### src/rtl/prga_prog_pkg.sv
// Shared types and register-map constants for the PRGA bitstream loader.
package prga_prog_pkg;

    typedef enum logic [2:0] {
        ST_IDLE = 3'd0,
        ST_RST  = 3'd1,
        ST_LOAD = 3'd2,
        ST_DONE = 3'd3,
        ST_ERR  = 3'd4
    } state_e;

    localparam logic [1:0] REG_CTRL  = 2'd0;
    localparam logic [1:0] REG_LEN   = 2'd1;
    localparam logic [1:0] REG_DATA  = 2'd2;
    localparam logic [1:0] REG_COUNT = 2'd3;

    localparam int CTRL_START = 0;
    localparam int CTRL_ABORT = 1;

    localparam int STAT_ERR       = 31;
    localparam int STAT_DONE      = 30;
    localparam int STAT_STATE_LSB = 28;
    localparam int STAT_LEVEL_LSB = 16;
    localparam int STAT_LEVEL_W   = 12;

    // The status field is only two bits wide; DONE and ERR share code 3
    // and are told apart by the done/err bits next to it.
    function automatic logic [1:0] state_code(state_e s);
        case (s)
            ST_IDLE: return 2'd0;
            ST_RST:  return 2'd1;
            ST_LOAD: return 2'd2;
            default: return 2'd3;
        endcase
    endfunction

endpackage

### src/rtl/prga_prog_fifo.sv
// Synchronous word FIFO; push and pop may coincide, flush wins over both.
module prga_prog_fifo #(
    parameter int WIDTH = 32,
    parameter int DEPTH = 4
) (
    input  logic                     clk,
    input  logic                     rst_n,
    input  logic                     push,
    input  logic [WIDTH-1:0]         din,
    input  logic                     pop,
    input  logic                     flush,
    output logic [WIDTH-1:0]         dout,
    output logic                     full,
    output logic                     empty,
    output logic [$clog2(DEPTH):0]   level
);

    localparam int AW = $clog2(DEPTH);

    logic [WIDTH-1:0] mem [DEPTH];
    logic [AW:0]      wr_ptr;
    logic [AW:0]      rd_ptr;
    logic             do_push;
    logic             do_pop;

    assign level   = wr_ptr - rd_ptr;
    assign full    = (level == (AW+1)'(DEPTH));
    assign empty   = (level == '0);
    assign dout    = mem[rd_ptr[AW-1:0]];
    assign do_pop  = pop & ~empty;
    // A pop in the same cycle frees the slot a push into a full FIFO needs.
    assign do_push = push & (~full | do_pop);

    always_ff @(posedge clk) begin
        if (!rst_n) begin
            wr_ptr <= '0;
            rd_ptr <= '0;
        end else if (flush) begin
            wr_ptr <= '0;
            rd_ptr <= '0;
        end else begin
            if (do_push) wr_ptr <= wr_ptr + (AW+1)'(1);
            if (do_pop)  rd_ptr <= rd_ptr + (AW+1)'(1);
        end
    end

    always_ff @(posedge clk) begin
        if (do_push && !flush) mem[wr_ptr[AW-1:0]] <= din;
    end

endmodule

### src/rtl/prga_prog_loader.sv
// Wishbone-fed bitstream loader: buffers words and streams them in PROG_W-bit
// chunks onto the PRGA programming port.
//
// state   | meaning
// --------+-------------------------------------------------------------
// IDLE    | waiting for start; DATA writes preload the FIFO
// RST     | prog_rst held high for RST_CYCLES cycles
// LOAD    | shifting chunks out, stalling while the FIFO is dry
// DONE    | LEN chunks emitted; prog_done/irq held until start or abort
// ERR     | start seen with LEN==0; err/irq held until abort
module prga_prog_loader
    import prga_prog_pkg::*;
#(
    parameter int WORD_W     = 32,
    parameter int PROG_W     = 1,
    parameter int FIFO_DEPTH = 4,
    parameter int CNT_W      = 24,
    parameter int RST_CYCLES = 4
) (
    input  logic              prog_clk,
    input  logic              prog_rst_n,
    input  logic              wbs_cyc_i,
    input  logic              wbs_stb_i,
    input  logic              wbs_we_i,
    input  logic [31:0]       wbs_adr_i,
    input  logic [WORD_W-1:0] wbs_dat_i,
    input  logic [3:0]        wbs_sel_i,
    output logic              wbs_ack_o,
    output logic [WORD_W-1:0] wbs_dat_o,
    output logic              prog_rst,
    output logic              prog_we,
    output logic [PROG_W-1:0] prog_din,
    output logic              prog_done,
    output logic              irq
);

    localparam int CPW    = WORD_W / PROG_W;
    localparam int REM_W  = $clog2(CPW + 1);
    localparam int RST_CW = $clog2(RST_CYCLES + 1);
    localparam int LVL_W  = $clog2(FIFO_DEPTH) + 1;

    state_e              state_q, state_d;
    logic                ack_q;
    logic [WORD_W-1:0]   dat_q;
    logic [CNT_W-1:0]    len_q;
    logic [CNT_W-1:0]    count_q;
    logic [RST_CW-1:0]   rst_cnt_q;
    logic [WORD_W-1:0]   sreg_q;
    logic [REM_W-1:0]    rem_q;
    logic                prog_we_q;
    logic [PROG_W-1:0]   prog_din_q;
    logic                done_q;

    logic [1:0]          adr_idx;
    logic                req, ctrl_wr, data_wr, len_wr;
    logic                start_req, abort_req;
    logic                accept;
    logic                emit, last_chunk, enter_rst;
    logic [WORD_W-1:0]   cur_word;
    logic [WORD_W-1:0]   rd_val;
    logic                err;

    logic                fifo_push, fifo_pop, fifo_flush;
    logic                fifo_full, fifo_empty;
    logic [WORD_W-1:0]   fifo_dout;
    logic [LVL_W-1:0]    fifo_level;

    logic                unused_bits;
    assign unused_bits = ^{wbs_sel_i, wbs_adr_i[31:4], wbs_adr_i[1:0]};

    prga_prog_fifo #(
        .WIDTH (WORD_W),
        .DEPTH (FIFO_DEPTH)
    ) u_fifo (
        .clk   (prog_clk),
        .rst_n (prog_rst_n),
        .push  (fifo_push),
        .din   (wbs_dat_i),
        .pop   (fifo_pop),
        .flush (fifo_flush),
        .dout  (fifo_dout),
        .full  (fifo_full),
        .empty (fifo_empty),
        .level (fifo_level)
    );

    // Start/abort are decoded from the raw request rather than from accept so
    // that pop -> accept never loops back through the abort path.
    assign adr_idx   = wbs_adr_i[3:2];
    assign req       = wbs_cyc_i & wbs_stb_i & ~ack_q;
    assign ctrl_wr   = req & wbs_we_i & (adr_idx == REG_CTRL);
    assign data_wr   = req & wbs_we_i & (adr_idx == REG_DATA);
    assign len_wr    = req & wbs_we_i & (adr_idx == REG_LEN);
    assign abort_req = ctrl_wr & wbs_dat_i[CTRL_ABORT];
    assign start_req = ctrl_wr & wbs_dat_i[CTRL_START] & ~wbs_dat_i[CTRL_ABORT];

    // With no chunk left in the shift register the head word is emitted directly,
    // so the word after the last chunk never costs a bubble.
    assign cur_word   = (rem_q != '0) ? sreg_q : fifo_dout;
    assign emit       = (state_q == ST_LOAD) & ((rem_q != '0) | ~fifo_empty) & ~abort_req;
    assign fifo_pop   = emit & (rem_q == '0);
    assign last_chunk = emit & ((count_q + CNT_W'(1)) == len_q);
    assign fifo_flush = abort_req | last_chunk;
    assign accept     = req & (~data_wr | ~fifo_full | fifo_pop);
    assign fifo_push  = accept & data_wr;
    assign enter_rst  = (state_d == ST_RST) & (state_q != ST_RST);

    always_comb begin
        state_d = state_q;
        case (state_q)
            ST_IDLE, ST_DONE: if (start_req) state_d = (len_q == '0) ? ST_ERR : ST_RST;
            ST_RST:           if (rst_cnt_q == '0) state_d = ST_LOAD;
            ST_LOAD:          if (last_chunk) state_d = ST_DONE;
            default:          state_d = state_q;
        endcase
        if (abort_req) state_d = ST_IDLE;
    end

    assign err = (state_q == ST_ERR);

    always_comb begin
        rd_val = '0;
        case (adr_idx)
            REG_CTRL: begin
                rd_val[STAT_ERR]                            = err;
                rd_val[STAT_DONE]                           = done_q;
                rd_val[STAT_STATE_LSB +: 2]                 = state_code(state_q);
                rd_val[STAT_LEVEL_LSB +: STAT_LEVEL_W]      = STAT_LEVEL_W'(fifo_level);
            end
            REG_LEN:   rd_val = WORD_W'(len_q);
            REG_COUNT: rd_val = WORD_W'(count_q);
            default:   rd_val = '0;
        endcase
    end

    always_ff @(posedge prog_clk) begin
        if (!prog_rst_n) begin
            state_q    <= ST_IDLE;
            ack_q      <= 1'b0;
            dat_q      <= '0;
            len_q      <= '0;
            count_q    <= '0;
            rst_cnt_q  <= '0;
            sreg_q     <= '0;
            rem_q      <= '0;
            prog_we_q  <= 1'b0;
            prog_din_q <= '0;
            done_q     <= 1'b0;
        end else begin
            state_q <= state_d;
            ack_q   <= accept;
            dat_q   <= (accept && !wbs_we_i) ? rd_val : '0;
            if (len_wr) len_q <= wbs_dat_i[CNT_W-1:0];

            if (enter_rst) begin
                rst_cnt_q <= RST_CW'(RST_CYCLES - 1);
                count_q   <= '0;
            end else if (state_q == ST_RST && rst_cnt_q != '0) begin
                rst_cnt_q <= rst_cnt_q - RST_CW'(1);
            end

            prog_we_q  <= emit;
            prog_din_q <= emit ? cur_word[WORD_W-1 -: PROG_W] : '0;
            if (emit) begin
                count_q <= count_q + CNT_W'(1);
                if (rem_q != '0) begin
                    sreg_q <= sreg_q << PROG_W;
                    rem_q  <= rem_q - REM_W'(1);
                end else begin
                    sreg_q <= fifo_dout << PROG_W;
                    rem_q  <= REM_W'(CPW - 1);
                end
            end
            // Residual chunks of the current word are dropped with the FIFO.
            if (fifo_flush || enter_rst) rem_q <= '0;

            done_q <= (state_q == ST_DONE) && (state_d == ST_DONE);
        end
    end

    assign wbs_ack_o = ack_q;
    assign wbs_dat_o = dat_q;
    assign prog_rst  = (state_q == ST_RST);
    assign prog_we   = prog_we_q;
    assign prog_din  = prog_din_q;
    assign prog_done = done_q;
    assign irq       = done_q | err;

endmodule

### config.mk
export PLATFORM = sky130hd
export DESIGN_NAME = prga_prog_loader
export DESIGN_NICKNAME = d
export VERILOG_FILES = /design/src/rtl/prga_prog_pkg.sv /design/src/rtl/prga_prog_fifo.sv /design/src/rtl/prga_prog_loader.sv
export SDC_FILE = /design/constraint.sdc
export NUM_CORES = 1
export LEC_CHECK = 0
export CORE_AREA = 2 2 145 147
export DETAILED_ROUTE_END_ITERATION = 16
export DIE_AREA = 0 0 147 149
export PLACE_DENSITY = 0.77
export SYNTH_ARGS = -nofsm -noshare
export SYNTH_HDL_FRONTEND = slang
export SYNTH_SLANG_ARGS = --single-unit
### constraint.sdc
create_clock -name prog_clk -period 3.99 [get_ports prog_clk]
set_input_delay 0.798 -clock prog_clk [delete_from_list [all_inputs] [get_ports prog_clk]]
set_output_delay 0.798 -clock prog_clk [all_outputs]
set_load 0.01 [all_outputs]
* Word level (Yosys, flattened, before mapping)
Memory sizes are Yosys's and may differ from the RTL's. A register that Yosys moved wholly into a read port is not among the register bits. Cells that the tools add are included. Widths: inputs -> output; s select.
Word-level totals: word-level logic and storage cells 107, output and inout port bits 38, RAM bits 128, bits of input ports 73, flip-flop bits (word level) 134, memories 1
Cells by class: $add $sub $neg 6, reductions and logical operators 23, mux-type cells 20, bitwise operators 31, equality and inequality tests 12
Memory list:
- u_fifo.mem | depth 4, bits a word 32, rd ports 1, clocked after memory_dff 1, wr ports 1, RTL line prga_prog_fifo.sv:20 | logic [WIDTH-1:0] mem [DEPTH];
Operators by type and width (count):
- $mux 32 | 2
- $mux 24 | 2
- $pmux 16 s3 | 1
- $pmux 16 s2 | 1
- $add 24x1->24 const B | 1
- $eq 24x24->1 | 1
- $logic_not 24->1 | 1
- $and 1x1->1 | 18
- $mux 3 | 5
- $eq 3x2->1 const B | 3
- $logic_not 3->1 | 3
- $pmux 3 s3 | 1
- $mux 2 | 4
- $reduce_or 2->1 | 4
- $not 1->1 | 7
- $add 3x1->3 const B | 2
- $eq 3x1->1 const B | 2
- $eq 3x3->1 const B | 2
- $logic_not 6->1 | 1
- $mux 6 | 1
- $or 1x1->1 | 6
- $pmux 2 s3 | 1
- $reduce_bool 6->1 | 1
- $sub 6x1->6 const B | 1
- 13 further kinds | 21

* Depth between registers and ports, before layout
Gate-level depths: netlist of run 1.
depth after elaboration 15, gate-level depth with buffers 12

* Hierarchy
From an unflattened synthesis of run 1, not the netlist that was laid out.
Unflattened totals: cell total of the unflattened synthesis 938, area total of the unflattened synthesis 11364.6 µm²
By module, submodules not included:
- prga_prog_loader | times used 1, cells an instance 713, sequential area each 2462.4 µm², area an instance 6224.7 µm²
- prga_prog_fifo | times used 1, cells an instance 225, sequential area each 4003.8 µm², area an instance 5139.9 µm²

* Least setup slack after synthesis of run 1
Ideal clock, no wire load.
path type register -> register, from register u_fifo.wr_ptr[0], to memory u_fifo.mem[3][0] (enable), arrival time 2.919 ns, setup slack 0.675 ns, stages on the path, launching flop included 12, setup time 0.396 ns, path buffers 1, clock period less this slack 3.315 ns, cells stage by stage dfxtp_1 > inv_1 > ha_1 > fa_1 > xnor3_1 > nand3_1 > o21ai_2 > nor4_2 > nand4b_1 > nor4_4 > buf_6 > nor2_2
On the way: cells in the longest elaborated chain, start to end 14
Ends and longest elaborated chain:
- start: declaration | RTL line prga_prog_fifo.sv:21 | logic [AW:0] wr_ptr;
- start signal: assignment | RTL line prga_prog_fifo.sv:42 | if (do_push) wr_ptr <= wr_ptr + (AW+1)'(1);
- $sub 3x3->3 | RTL line prga_prog_fifo.sv:26 | assign level = wr_ptr - rd_ptr;
- $logic_not 3->1 | RTL line prga_prog_fifo.sv:28 | assign empty = (level == '0);
- $not 1->1 | RTL line prga_prog_fifo.sv:30, prga_prog_loader.sv:100
- $or 1x1->1 | RTL line prga_prog_loader.sv:100 | assign emit = (state_q == ST_LOAD) & ((rem_q != '0) | ~fifo_empty) & ~abort_req;
- $and 1x1->1 (2 in a row) | RTL line prga_prog_loader.sv:100
- $and 1x1->1 | RTL line prga_prog_loader.sv:101 | assign fifo_pop = emit & (rem_q == '0);
- $or 1x1->1 | RTL line prga_prog_loader.sv:104 | assign accept = req & (~data_wr | ~fifo_full | fifo_pop);
- $and 1x1->1 | RTL line prga_prog_loader.sv:104
- $and 1x1->1 | RTL line prga_prog_loader.sv:105 | assign fifo_push = accept & data_wr;
- $and 1x1->1 | RTL line prga_prog_fifo.sv:32 | assign do_push = push & (~full | do_pop);
- $logic_and 1x1->1 | RTL line prga_prog_fifo.sv:48 | if (do_push && !flush) mem[wr_ptr[AW-1:0]] <= din;
- $mux 1 | RTL line prga_prog_fifo.sv:48
- $mux 1 (implied by the code) | RTL line prga_prog_fifo.sv:48
- end: declaration | RTL line prga_prog_fifo.sv:20
Parallel ways exist; a longest one is shown, timed or not.

* Final worst setup path of run 1
from register u_fifo.wr_ptr[0], to memory u_fifo.mem[2][29] (enable)
Same word-level chain as after synthesis.

==> results by group, run 1 <==
Run status
  – Status: finished, final reports clean

Logic synthesis
  – Post-Synthesis Cells: 954
  – EDFF count, synth: approximately 130
  – Synth cell types: 70
  – Synthesized area: around 11000 sq um
  – Synth warn: 0
  – Asr flop ratio synth: 0
  – Register area share after synthesis: 0.584
  – FF+latch count, synth: roughly 260
  – Avg Cell Area, Syn: about 12 sq um
  – Ys flop type: dfxtp_1

Floorplan
  – Site row count: 53
  – Chip width: around 150 um
  – Num ports: between 100 and 150
  – Initial Util: 0.538
  – Die height: 149 um
  – Area of the die: ~22000 sq um
  – Core area: 20600 sq um

Global routing
  – GR Util All Layers: 0.228
  – Pin count of the biggest net entering global routing: 64
  – GR peak layer: met2
  – Antenna violations before repair: 0
  – Routing usage on met1: 0.303
  – Global route overflow: 0
  – Vias in the first global route: 7529
  – Routing usage on met2: 0.389
  – Met3 usage: 0.0355
  – Global-route wire length before repair: 39.6 mm

Run
  – MaxCap Viol Count: 0

CTS
  – Inserted Clock Buffers: 26
  – Clock transition at path regs: around 0.06 ns
  – Post-CTS Setup Repair Bufs: 0
  – Hold buffer count at cts: 0
  – CTS Buffer Depth: 3
  – Clock Tree Root: clkbuf_16
  – Num Clock Sinks: 259
  – Worst-skew pair later-pin latency: 0.53 ns
  – Post-cts resize count: 0
  – CTS tree: built
  – H-tree level count: 1

STA
  – Tmin final: between 3 and 4 ns
  – Hold violation count in the final report: 0
  – Rel. slew slack: 0.242
  – Sum Neg Setup Slack: 0 ns
  – Tightest Pin Transition: 1.13 ns
  – Max Slew Vio Count: 0
  – Final setup viols: 0
  – Clock skew: about 0.012 ns
  – RSZ-0062 raised after global routing: false
  – Period utilization: 0.907
  – Highest clock rate: 0.276 GHz

Worst setup path
  – Crit Path Category: flop to flop
  – Reg2reg path depth: 11
  – Worst setup EP type: flop
  – Critical Path AT: between 3 and 4 ns
  – Setup crit start kind: flop
  – CP max stage cell: nor2_4
  – R2R Path Start: u_fifo.wr_ptr[0]$_SDFFE_PP0P_
  – Crit-path cells: inv_1 -> ha_1 -> fa_1 -> xnor3_1 -> nand3_1 -> o21ai_2 -> nor4_2 -> nand4b_1 -> nor4_4 -> buf_12 -> nor2_4
  – WP data required: about 4.1 ns
  – Worst-path fanout max: 32
  – FF-to-FF End: u_fifo.mem[2][29]$_DFFE_PP_
  – Worst path max stage delay: between 0.8 and 0.9 ns
  – Reg2reg setup slack: 0.37 ns

Route
  – DR DRC count: 0
  – Final wirelength: ~25 mm
  – Via-per-instance ratio: between 5 and 6
  – Post-route ant nets: 0
  – DR pass1 iterations: 5
  – DR vias: approximately 7600
  – Iteration-0 DRC count of the detailed router: approximately 600
  – WL/cell: about 19 um

Placed design
  – PortBufs: between 70 and 80
  – RePlAce Congestion: slightly above 0.9
  – HPWL after DPL: roughly 16 mm

Pwr
  – Pleak: approximately 4.3 nW
  – Power density cells: slightly above 400 nW/um^2
  – Final Power: 5.28 mW
  – Worst VDD drop: between 0.2 and 0.3 mV

Cells and area
  – Syn-to-layout area delta: 16.1%
  – Nets: ~1100
  – Layout cells sized above 1: 0.122
  – Fill cell count: approximately 1600
  – ANT cells: 0

Min path
  – Hold WC Path Type: flop to flop
  – Hold EP: sreg_q[24]$_SDFFE_PN0P_
  – Worst Hold Launch: sreg_q[23]$_SDFFE_PN0P_
  – Worst hold stages: 2
==> state kept, by name (all words and copies together) (netlist names), named ones only <==
register / cells
u_fifo.wr_ptr: 3
prog_we: 1
wbs_ack_o: 1
rem_q: 6
count_q: 24
wbs_dat_o: 28
u_fifo.rd_ptr: 3
sreg_q: 31
prog_done: 1
prog_din: 1
state_q: 3
u_fifo.mem: 128
rst_cnt_q: 3
len_q: 24
==> cells in the mapped netlist (2+ instances only) <==
cell / n / area [sq um]
nand3_1: 15 / 75.1
nand4_2: 2 / 25.0
a22oi_1: 3 / 22.5
a21oi_1: 49 / 245
xor2_1: 20 / 175
nand2b_1: 2 / 12.5
inv_1: 16 / 60.1
mux2_2: 3 / 33.8
nand4b_1: 3 / 26.3
nor2_2: 4 / 25.0
and3_1: 8 / 50.1
o21ai_0: 14 / 70.1
clkbuf_2: 4 / 20.0
a22o_1: 5 / 43.8
nand2_1: 150 / 563
o21a_1: 5 / 37.5
a31oi_1: 14 / 87.6
xnor2_1: 27 / 236
nand3_2: 3 / 30.0
a311oi_1: 32 / 280
nor2_1: 86 / 323
dfxtp_1: 131 / 2620
ha_1: 10 / 125
buf_4: 5 / 37.5
mux2i_1: 24 / 240
buf_1: 10 / 37.5
nand4_1: 10 / 62.6
nor3_2: 7 / 70.1
nor4_1: 15 / 93.8
edfxtp_1: 128 / 3840
and4_1: 2 / 17.5
mux4_2: 32 / 721
a211oi_1: 2 / 15.0
nor4_4: 2 / 42.5
nor2b_1: 2 / 12.5
or2_2: 3 / 18.8
a21o_1: 6 / 45.0
nor3b_1: 3 / 22.5
clkbuf_1: 32 / 120
or3_4: 2 / 22.5
nor3_1: 21 / 105
buf_2: 14 / 70.1
==> cell families after synthesis <==
kind of cell | synth area share
AOI/OAI and AO/OA | 0.0892
other | 0.000339
muxes | 0.0899
and+or+nand+nor | 0.151
buffers and inverters | 0.0326
DFF | 0.584
adders and majority gates | 0.0131
xor gates and xnor gates | 0.0392
==> final cells by class <==
| class | instances | area, sq um | area share |
|---|---|---|---|
| Timing Repair Buffer | 92 | 878 | 0.0684 |
| Clock inverter | 15 | 139 | 0.0108 |
| Inverter | 17 | 63.8 | 0.00497 |
| Multi-Input combinational cell | 615 | 4280 | 0.333 |
| Tap cell | 275 | 344 | 0.0268 |
| Clock buffer | 33 | 677 | 0.0527 |
| Sequential cell | 259 | 6470 | 0.504 |
==> worst max-delay path, delay by kind of cell, from the launching register on <==
kind                       cells  cell delay [ns]
DFF                            1             0.40
xor gates and xnor gates       1             0.29
adders and majority gates      2             0.59
AOI/OAI and AO/OA              1             0.24
buffers and inverters          2             0.28
and+or+nand+nor                5             1.41
==> metal layers <==
metal  routed length, um  part of all wire
met5                   0                 0
met4                 564             0.023
met3                1410             0.057
met2               12100              0.49
met1               10600              0.43
==> report_power, final <==
| group | switching [mW] | total (mW) | internal, mW |
|---|---|---|---|
| Combinational | 0.0928 | 0.155 | 0.0624 |
| Clock | 0.987 | 2.32 | 1.33 |
| Sequential | 0.00657 | 2.80 | 2.79 |
| Total | 1.09 | 5.28 | 4.19 |
==> how the worst max path moves through the flow <==
| stage | start | to | slack [ns] | cells after the start |
|---|---|---|---|---|
| after floorplan | u_fifo.wr_ptr[0]$_SDFFE_PP0P_ | u_fifo.mem[3][0]$_DFFE_PP_ | 0.68 | 11 |
| after global placement | wbs_we_i | u_fifo.mem[2][9]$_DFFE_PP_ | 0.34 | 9 |
| after detailed placement | wbs_adr_i[2] | count_q[19]$_SDFFE_PN0P_ | 0.28 | 9 |
| after CTS | u_fifo.wr_ptr[0]$_SDFFE_PP0P_ | u_fifo.mem[2][3]$_DFFE_PP_ | 0.45 | 11 |
| after global routing | u_fifo.wr_ptr[0]$_SDFFE_PP0P_ | u_fifo.mem[2][7]$_DFFE_PP_ | 0.22 | 11 |
| final | u_fifo.wr_ptr[0]$_SDFFE_PP0P_ | u_fifo.mem[2][29]$_DFFE_PP_ | 0.37 | 11 |
==> per-stage QoR <==
step | cell area, sq um | util | setup slack, ns | hold slack [ns] | std cells
floorplan | 11100 | - | 0.675 | 0.437 | 957
global placement | 12000 | 0.585 | 0.342 | 0.465 | 1258
detailed placement | 12000 | 0.585 | 0.282 | 0.466 | 1258
CTS | 12800 | 0.625 | 0.446 | 0.483 | 1306
global route | 12800 | 0.625 | 0.216 | 0.505 | 1306
finish | 12800 | 0.625 | 0.370 | 0.480 | 1306
==> cell usage in the layout, fill, tap and decap left out, drive strengths merged, types with 3 or more instances in the layout <==
| cell type | instances |
|---|---|
| xnor2 | 27 |
| nand4b | 3 |
| nand4 | 12 |
| a311oi | 32 |
| a21oi | 49 |
| nor3b | 3 |
| a22oi | 4 |
| clkdlybuf4s50 | 71 |
| mux2 | 3 |
| nand2 | 150 |
| dfxtp | 131 |
| nor4 | 18 |
| mux4 | 32 |
| mux2i | 24 |
| xor2 | 20 |
| clkinv | 13 |
| inv | 15 |
| buf | 20 |
| or2 | 4 |
| o21a | 5 |
| nand3 | 18 |
| clkbuf | 34 |
| edfxtp | 128 |
| a22o | 5 |
| conb | 4 |
| and3 | 9 |
| nor2 | 90 |
| a31oi | 15 |
| ha | 10 |
| a21o | 6 |
| or3 | 3 |
| o21ai | 15 |
| nor3 | 28 |
No activity file was read; power rests on OpenSTA's default activity.
==> run 2, diff against run 1 <==
--- a/config.mk
+++ b/config.mk
@@ -9,6 +9,7 @@
 export DETAILED_ROUTE_END_ITERATION = 16
 export DIE_AREA = 0 0 147 149
 export PLACE_DENSITY = 0.77
+export SKIP_LAST_GASP = 1
 export SYNTH_ARGS = -nofsm -noshare
 export SYNTH_HDL_FRONTEND = slang
 export SYNTH_SLANG_ARGS = --single-unit
==> results of run 2 <==
The final DEF is identical to that of run 1; final timing and power are the same.
